<file path="config.mk">
export PLATFORM = sky130hd
export DESIGN_NAME = phys_free_list
export DESIGN_NICKNAME = d
export VERILOG_FILES = /design/src/rtl/phys_free_list.sv
export SDC_FILE = /design/constraint.sdc
export NUM_CORES = 1
export LEC_CHECK = 0
export ABC_AREA = 0
export BUFFER_PORTS_ARGS = -buffer_cell sky130_fd_sc_hd__buf_2
export CAP_MARGIN = 20
export CELL_PAD_IN_SITES_DETAIL_PLACEMENT = 1
export CELL_PAD_IN_SITES_GLOBAL_PLACEMENT = 1
export CORE_ASPECT_RATIO = 1.2
export CORE_UTILIZATION = 58
export DETAILED_ROUTE_END_ITERATION = 16
export GPL_TIMING_DRIVEN = 0
export PLACE_DENSITY = 0.88
export SETUP_SLACK_MARGIN = 0.1
export SLEW_MARGIN = 20
export SYNTH_ARGS = -nofsm -noshare
export SYNTH_HDL_FRONTEND = slang
export SYNTH_SLANG_ARGS = --single-unit
</file>
<file path="constraint.sdc">
create_clock -name clk -period 9 [get_ports clk]
set_clock_uncertainty 0.05 [all_clocks]
set_input_delay 0 -clock clk [delete_from_list [all_inputs] [get_ports clk]]
set_output_delay 0 -clock clk [all_outputs]
set_load 0.05 [all_outputs]
</file>
<file path="src/rtl/phys_free_list.sv">
// Physical-register free list: circular FIFO of free physical indices with a
// speculative allocation head, a committed head for flush recovery, and a return tail.
module phys_free_list #(
    parameter int unsigned NUM_PHYS = 64,
    parameter int unsigned NUM_ARCH = 32,
    parameter int unsigned PHYS_W   = $clog2(NUM_PHYS)
) (
    input  logic              clk,
    input  logic              rst,
    input  logic              alloc_req,
    output logic              alloc_gnt,
    output logic [PHYS_W-1:0] alloc_phys,
    input  logic              commit_valid,
    input  logic [PHYS_W-1:0] commit_phys_old,
    input  logic              flush,
    output logic              empty,
    output logic [PHYS_W:0]   free_count,
    output logic              err_overflow
);

    localparam int unsigned DEPTH = NUM_PHYS - NUM_ARCH;
    localparam int unsigned PTR_W = $clog2(DEPTH) + 1;
    localparam int unsigned IDX_W = PTR_W - 1;
    localparam logic [PTR_W-1:0] PTR_ONE   = PTR_W'(1);
    localparam logic [PTR_W-1:0] PTR_DEPTH = PTR_W'(DEPTH);

    logic [PHYS_W-1:0] fl [DEPTH];
    logic [PTR_W-1:0]  spec_head;
    logic [PTR_W-1:0]  arch_head;
    logic [PTR_W-1:0]  tail;
    logic [PTR_W-1:0]  free_diff;
    logic              commit_zero;
    logic              commit_full;
    logic              commit_write;

    // Allocation side is purely combinational off the speculative head.
    assign free_diff  = tail - spec_head;
    assign free_count = (PHYS_W + 1)'(free_diff);
    assign empty      = (free_diff == '0);
    assign alloc_phys = fl[spec_head[IDX_W-1:0]];
    assign alloc_gnt  = alloc_req && !empty && !flush;

    // In legal operation tail-arch_head stays at DEPTH because a commit frees the
    // slot at arch_head as it writes at tail (same index); a true overflow is a
    // return while every entry is already free and unallocated.
    assign commit_zero  = commit_valid && (commit_phys_old == '0);
    assign commit_full  = commit_valid && (free_diff == PTR_DEPTH);
    assign commit_write = commit_valid && !commit_zero && !commit_full;

    always_ff @(posedge clk or posedge rst) begin
        if (rst) begin
            spec_head    <= '0;
            arch_head    <= '0;
            tail         <= PTR_DEPTH;
            err_overflow <= 1'b0;
        end else begin
            if (commit_valid) begin
                arch_head <= arch_head + PTR_ONE;
            end
            if (commit_write) begin
                tail <= tail + PTR_ONE;
            end
            if (commit_zero || commit_full) begin
                err_overflow <= 1'b1;
            end
            if (flush) begin
                spec_head <= arch_head + PTR_W'(commit_valid);
            end else if (alloc_gnt) begin
                spec_head <= spec_head + PTR_ONE;
            end
        end
    end

    // Free-list storage; reset contents are the registers not mapped at reset.
    always_ff @(posedge clk or posedge rst) begin
        if (rst) begin
            for (int i = 0; i < int'(DEPTH); i++) begin
                fl[i] <= PHYS_W'(int'(NUM_ARCH) + i);
            end
        end else if (commit_write) begin
            fl[tail[IDX_W-1:0]] <= commit_phys_old;
        end
    end

    // A commit must retire an instruction that actually holds an allocation.
    always @(posedge clk) begin
        if (!rst && commit_valid) begin
            assert (arch_head != spec_head);
        end
    end

endmodule

</file>
==> results of run 1 <==
## area by class of cell
| type | count | area share, % |
|---|---|---|
| plain buffers | 47 | 1.794 |
| inverters | 13 | 0.4641 |
| flip-flops and latches | 211 | 44.68 |
| clock inverters | 4 | 0.4022 |
| repair buffers | 39 | 2.382 |
| multi-input cells | 428 | 42.03 |
| diodes | 2 | 0.04125 |
| well taps | 224 | 2.310 |
| clock buffers | 36 | 5.888 |
## kinds of logic after synthesis
group / count (synthesis) / share of synthesized area (%)
AO/OA/AOI/OAI: 15 / 1.137
XOR/XNOR: 21 / 1.705
adder cells (fa/ha/maj): 14 / 1.694
buffers and inverters: 60 / 2.459
flip-flops: 211 / 50.26
multiplexers: 259 / 35.36
other: 1 / 0.03477
AND/OR/NAND/NOR: 118 / 7.354
## layout by cell type, fill, tap and decap left out, drive strengths merged, types with 4 or more instances in the layout
| cell type | n |
|---|---|
| nor3 | 7 |
| dfstp | 113 |
| mux2 | 196 |
| ha | 13 |
| nand4 | 17 |
| nand2 | 45 |
| mux4 | 60 |
| buf | 37 |
| xnor2 | 14 |
| clkinv | 5 |
| nor2 | 24 |
| dfrtp | 98 |
| xor2 | 7 |
| nand3 | 10 |
| dlygate4sd3 | 13 |
| clkbuf | 72 |
| inv | 11 |
| nor4 | 4 |
| a21oi | 5 |
## metrics by stage
stage                     cells  utilization (%)  area, sq um  total power (W)
after floorplan             699                -        10790         0.003353
after global routing       1002            66.73        12130         0.005185
after CTS                  1001            66.66        12120         0.004967
final                      1004            66.76        12130         0.004966
after detailed placement    948            61.74        11220         0.003975
after global placement      947            61.55        11190         0.003798
## sequential cells by signal (all words and copies together), names as in the netlist
register	flops
fl	192
arch_head	6
spec_head	6
tail	6
err_overflow	1
## synthesized netlist by cell type (all sizes together)
library cell	instances
nor4	4
nand3b	1
ha	13
or2	1
nand4	17
mux4	60
clkinv	2
fa	1
xnor2	14
o21bai	1
mux2i	3
o41ai	1
inv	11
conb	1
a31o	1
dfrtp	98
or3	1
nand2	45
dfstp	113
o32ai	1
and2	1
clkbuf	36
nor3b	1
nor3	7
nand3	10
nand2b	2
a21oi	5
buf	11
mux2	196
and3	3
o21ai	2
xor2	7
o2bb2ai	1
or4	1
nor2	24
o21a	3
## path summary, 6_finish.rpt
| check | slack (ps) | start | end |
|---|---|---|---|
| min | 110 | rst | fl[100] |
| max | 4870 | spec_head[1] | spec_head[4] |
| min reg2reg | 430 | err_overflow | err_overflow |
| max reg2reg | 4870 | spec_head[1] | spec_head[4] |
| min in group clk | 370 | commit_phys_old[2] | fl[2] |
| max in group asynchronous | 7760 | rst | fl[30] |
## timing repair
action                                 4_1_cts  5_1_grt
hold buffers                                13        0
endpoints found under the hold margin      109        0
gates resized for setup                      0        0
## layer usage
metal,vias up,track usage [%],part of all wire (%),wire length [um]
met4,2,16.81,4.4,1277
li1,2691,-,-,-
met5,-,0,0.045,13
met3,76,8.054,6.2,1806
met2,176,56.41,52,14990
met1,3453,38.64,38,10940
## where the power goes
group          total (W)  internal, W  switching, W  leakage, nW
Sequential       0.00176      0.00149      0.000261         2.42
Clock           0.000946     0.000569      0.000377        0.379
Combinational    0.00226      0.00101       0.00125         2.48
Total            0.00497      0.00307       0.00189         5.27
## worst register-to-register path, delay by kind of cell (launching register included)
family	cells	cell delay, ps
flip-flops	1	420
adder cells (fa/ha/maj)	1	330
buffers and inverters	4	1700
AND/OR/NAND/NOR	2	220
AO/OA/AOI/OAI	3	1030
XOR/XNOR	1	180
multiplexers	1	80
==> summary.md, run 1 <==
| Metric | Value |
|---|---|
| Worst stage delay on the critical path | 710 ps |
| Max_slew headroom | 31.27% |
| Initial Util | 59.35% |
| Worst path cell trace | clkbuf_1, clkbuf_1, inv_1, ha_1, nand2b_1, a21oi_1, a31o_1, o41ai_4, nor4_1, xnor2_1, mux2i_1, dlygate4sd3_1 |
| Max Cap Viol | 0 |
| # setup viols final | 0 |
| Die height | 151.4 um |
| Total number of vias | 6398 |
| Top cells by area, synth | dfstp_2 (28%), dfrtp_1 (23%), mux2_2 (14%), mux4_2 (13%), mux2_4 (8.4%) |
| Maximum clock rate | 241.9 MHz |
| Post-synthesis sequential area ratio | 50.26% |
| Vias/cell | 6.373 |
| Routed Antenna Nets | 0 |
| Crit. End Element | flop |
| CP Depth | 12 |
| Clk buf depth | 3 |
| Clock-pin slew on the worst setup and hold paths | 60 ps |
| Cell depth of the worst flop-to-flop path | 12 |
| CP Launch Type | flop |
| PortBufs | 24 |
| Synth unique cells | 47 |
| Measured slew at the worst slew-check pin | 1031 ps |
| First-pass GRT wire length | 45.60 mm |
| Initial antenna violation count | 3 |
| GRT overflow | 0 |
| Arrival time worst endpoint | 4470 ps |
| Post-Syn Instances | 699 |
| Synth Net Count | 724 |
| Slowest cell on the critical path | clkbuf_1 |
| H-Tree Depth | 1 |
| WS Path Type | reg2reg |
| Fill count | 1619 |
| Largest area contributor in the netlist | dfstp_2 |
| Placer Congestion | 0.8383 |
| Pre-CTS WS | 4826 ps |
| Yosys warnings | 0 |
| Layout cell share with drive strength beyond 1 | 60.28% |
| DR iter-0 viols | 315 |
| Status | completed |
| Peak VDD IR | 278.5 uV |
| TritonCTS clock tree | done |
| Final layout net count | 787 |
| Clk sink count | 211 |
| Leakage | 5.275 nW |
| Final Cycle Share | 45.94% |
| Die extent in x | 126.5 um |
| Die area | 19150 sq um |
| Total Wirelength | 29.04 mm |
| Unrepaired setup endpoints after global routing | false |
| Netlist Area Pre-Place | 10790 sq um |
| PwrDens | 409.3 nW/um^2 |
| CTS Buf Count | 22 |
| Clk_lat worst skew | 510 ps |
| CP max FO | 10 |
| Wire length per cell | 28.92 um |
| Worst path required time | 9340 ps |
| Crit path top cell by count | clkbuf_1 |
| HP Class | in2async |
| Fin crit period | 4134 ps |
| Worst setup margin | 4866 ps |
| Vias in the first global route | 7292 |
| Final hold vios | 0 |
| Total GRT Usage | 32.86% |
| Setup TNS | 0 ps |
| Largest net degree at the start of global routing | 121 |
| Drt pass-1 iters | 4 |
| Root Buffer Master | clkbuf_16 |
| Multi-input gate area | 5100 sq um |
| Io pins | 27 |
| Hpwl dp | 20.40 mm |
| FP Rows | 54 |
| Hold_ws | 106.6 ps |
| Worst path buffer plus inverter count | 4 |
| # DRC | 0 |
| CP top delay family | buffers and inverters |
| Flops & latches, synth | 211 |
| Top cell type's share of synthesized area | 27.53% |
| Synthesized area per cell | 15.43 sq um |
| Register area | 5421 sq um |
| CORE AREA | 18170 sq um |
| Slew Viols, Final | 0 |
| Synth-to-layout area growth | 12.48% |
| Setup bufs post-CTS | 0 |
Note: power is estimated with default switching activity, not from simulation.
==> inputs of run 2 (changes only) <==
Settings changed: ABC_AREA 0 to 1, CORE_UTILIZATION 58 to 47, PLACE_DENSITY 0.88 to 0.83.
Clock period 9 ns to 3.92 ns, I/O delays scaled along.
==> run 2 against run 1 <==
Worst hold slack worse by 72 ps; power up 130%; die area up 32%; non-clock buffer count up 67; combinational power up 140%; largest cell class is now multi-input combinational cells; highest routed layer is now met4.
==> summary.md, run 2 <==
| Metric | Value |
|---|---|
| Crit path top cell by count | nor2_1 |
| Post-synthesis sequential area ratio | 46.92% |
| Crit. End Element | output port |
| Synth Flop Type | dfstp_2 |
| Die area | 25220 sq um |
| Top cell type's share of synthesized area | 25.70% |
| HP Class | in2async |
| DR iter-0 viols | 954 |
| Non-Filler Instances | 1903 |
| CP top delay family | buffers and inverters |
| Vias/cell | 6.118 |
| Placer Congestion | 0.9349 |
| Die height | 173.8 um |
| Io pins | 27 |
| Top cells by count, synth | nand2_1 (468), nor2_1 (194), nand4_1 (193) |
| Status | completed |
| Flops & latches, synth | 211 |
| Max Cap Viol | 0 |
| Initial Util | 48.04% |
| Vias in the first global route | 11990 |
| Synthesized area per cell | 7.682 sq um |
| Setup TNS | 0 ps |
| Maximum clock rate | 281.3 MHz |
| Root Buffer Master | clkbuf_16 |
| Worst path buffer plus inverter count | 4 |
| Slowest cell on the critical path | clkbuf_1 |
| Netlist Area Pre-Place | 11550 sq um |
| Fin crit period | 3555 ps |
| Clk sink count | 211 |
| Measured slew at the worst slew-check pin | 843.7 ps |
| Arrival time worst endpoint | 3510 ps |
| Async set-or-reset flop fraction in the synthesized netlist | 100.0% |
| TritonCTS clock tree | done |
| Unrepaired setup endpoints after global routing | false |
| Largest net degree at the start of global routing | 33 |
| Final Cycle Share | 90.69% |
| Top cells by area, synth | dfstp_2 (26%), dfrtp_1 (21%), nand2_1 (15%), nand4_1 (10%), nor2_1 (6.3%) |
| Largest register by flop count | fl |
| Hpwl dp | 31.76 mm |
| Layout cell share with drive strength beyond 1 | 14.72% |
| PortBufs | 18 |
| CTS Buf Count | 24 |
| WS Path Type | reg2out |
| Routed Antenna Nets | 0 |
| FP Rows | 62 |
| Clock-pin slew on the worst setup and hold paths | 60 ps |
| CP Launch Type | flop |
| CORE AREA | 24050 sq um |
| PwrDens | 863.3 nW/um^2 |
| Total number of vias | 11640 |
| Total Wirelength | 44.08 mm |
| Drt pass-1 iters | 5 |
| Max_slew headroom | 43.75% |
| Compound-cell area share of the yosys netlist | 7.949% |
| Synth-to-layout area growth | 12.93% |
| H-Tree Depth | 1 |
| Initial antenna violation count | 1 |
| Leakage | 6.042 nW |
| Yosys warnings | 0 |
| Multiplexer share of the synthesized area | 0.09747% |
| # DRC | 0 |
| Commonest non-fill, non-tap cells in the layout | nand2_1 (468), nor2_1 (194), nand4_1 (193) |
| Clk_lat worst skew | 550 ps |
| Diodes inserted | 0 |
| XOR/XNOR Fraction of Synth Area | 0.9097% |
| Most common cell after layout, fill and taps aside | nand2_1 |
| Die extent in x | 145.1 um |
| Peak VDD IR | 508.9 uV |
| Worst path cell trace | inv_1, buf_2, clkbuf_1, nor2_1, o22ai_1, nor2_1, nor2_1, nor2_1, nor2_1, buf_2 |
| Cell depth of the worst flop-to-flop path | 15 |
| Adder-cell area share of the yosys netlist | 1.581% |
| Final layout net count | 1590 |
| Post-synthesis simple-gate area fraction | 36.77% |
| Max FFs per register | 192 |
| Synth Net Count | 1529 |
| EDFF count, synth | 0 |
| Final hold vios | 0 |
| Post-Syn Instances | 1504 |
| Top-count cell post-synth | nand2_1 |
| First-pass GRT wire length | 69.31 mm |
| Wire length per cell | 23.16 um |
| Slew Viols, Final | 0 |
| Largest area contributor in the netlist | dfstp_2 |
| Synth unique cells | 33 |
| Worst path required time | 3870 ps |
| # setup viols final | 0 |
| Total GRT Usage | 35.69% |
| Worst stage delay on the critical path | 670 ps |
| Clk buf depth | 3 |
| CP max FO | 10 |
| Largest family of logic cells by synthesized area | simple AND/OR/NAND/NOR gates |
| Placed cell count | 1849 |
| CP Depth | 10 |
| GRT overflow | 0 |
run 2: cell types whose count changed after synthesis, sizes merged, moves of 36 or more:
cell and delta:
clkbuf +39, mux2 -195, mux4 -60, nand2 +426, nand3 +68, nand4 +176
nor2 +170, o21ai +127, o22ai +36
run 2: final timing paths:
check	startpoint	endpoint	slack, ps
worst max register to register	spec_head[1]	fl[13]	550
max in group asynchronous	rst	fl[131]	2460
worst max-delay path	spec_head[0]	alloc_phys[4]	360
worst min register to register	err_overflow	err_overflow	410
worst min-delay path	rst	fl[57]	30
min in group clk	commit_phys_old[2]	fl[2]	320
run 2: where the power goes:
group	switching, W	internal, W
Combinational	0.00393	0.00144
Sequential	0.000559	0.00317
Clock	0.000958	0.00121
run 2: stage by stage:
stage	util (%)	total power (W)	hold WS (ps)	instance area, sq um	setup slack (ps)
final	54.26	0.01126	34.29	13050	364.8
after global routing	54.26	0.01186	86.80	13050	206.7
after CTS	54.27	0.01116	44.86	13050	150.0
after detailed placement	50.71	0.008947	34.81	12200	348.1
after global placement	50.10	0.008745	303.3	12050	-260.8
after floorplan	-	0.007097	201.0	11560	1065
run 2: worst min-delay path, stage by stage:
cell and delay, ps:
dlygate4sd3_1 530, buf_2 130, clkinvlp_4 380
run 2: per-layer routing:
layer  wire length (um)  share of wire (%)  track usage, %
met1              17820                 40           45.23
met2              20560                 47           58.19
met3               2904                6.6           4.842
met4               2789                6.3           21.54
met5                  0                  0               0
run 2: kinds of logic (layout without fill, tap and decap cells):
family / after synthesis / after routing
XOR/XNOR: 12 / 12
flip-flops: 211 / 211
multiplexers: 1 / 1
other: 1 / 1
adder cells (fa/ha/maj): 14 / 14
AND/OR/NAND/NOR: 938 / 938
AO/OA/AOI/OAI: 173 / 173
buffers and inverters: 154 / 233
run 2: repair_timing:
| action | 4_1_cts | 5_1_grt |
|---|---|---|
| gates resized for setup | 0 | 3 |
| hold buffers | 12 | 0 |
| setup endpoints to repair | 0 | 1 |
| endpoints found under the hold margin | 52 | 0 |
| setup buffers | 0 | 0 |
run 2: layout make-up:
type                    instances  area (sq um)
flip-flops and latches        211          5421
multi-input cells            1139          5469
plain buffers                 116         521.8
inverters                      36         142.6
clock inverters                 6         41.29
clock buffers                  38         693.2
repair buffers                 37         357.8
well taps                     320         400.4
fillers                      3066         11000
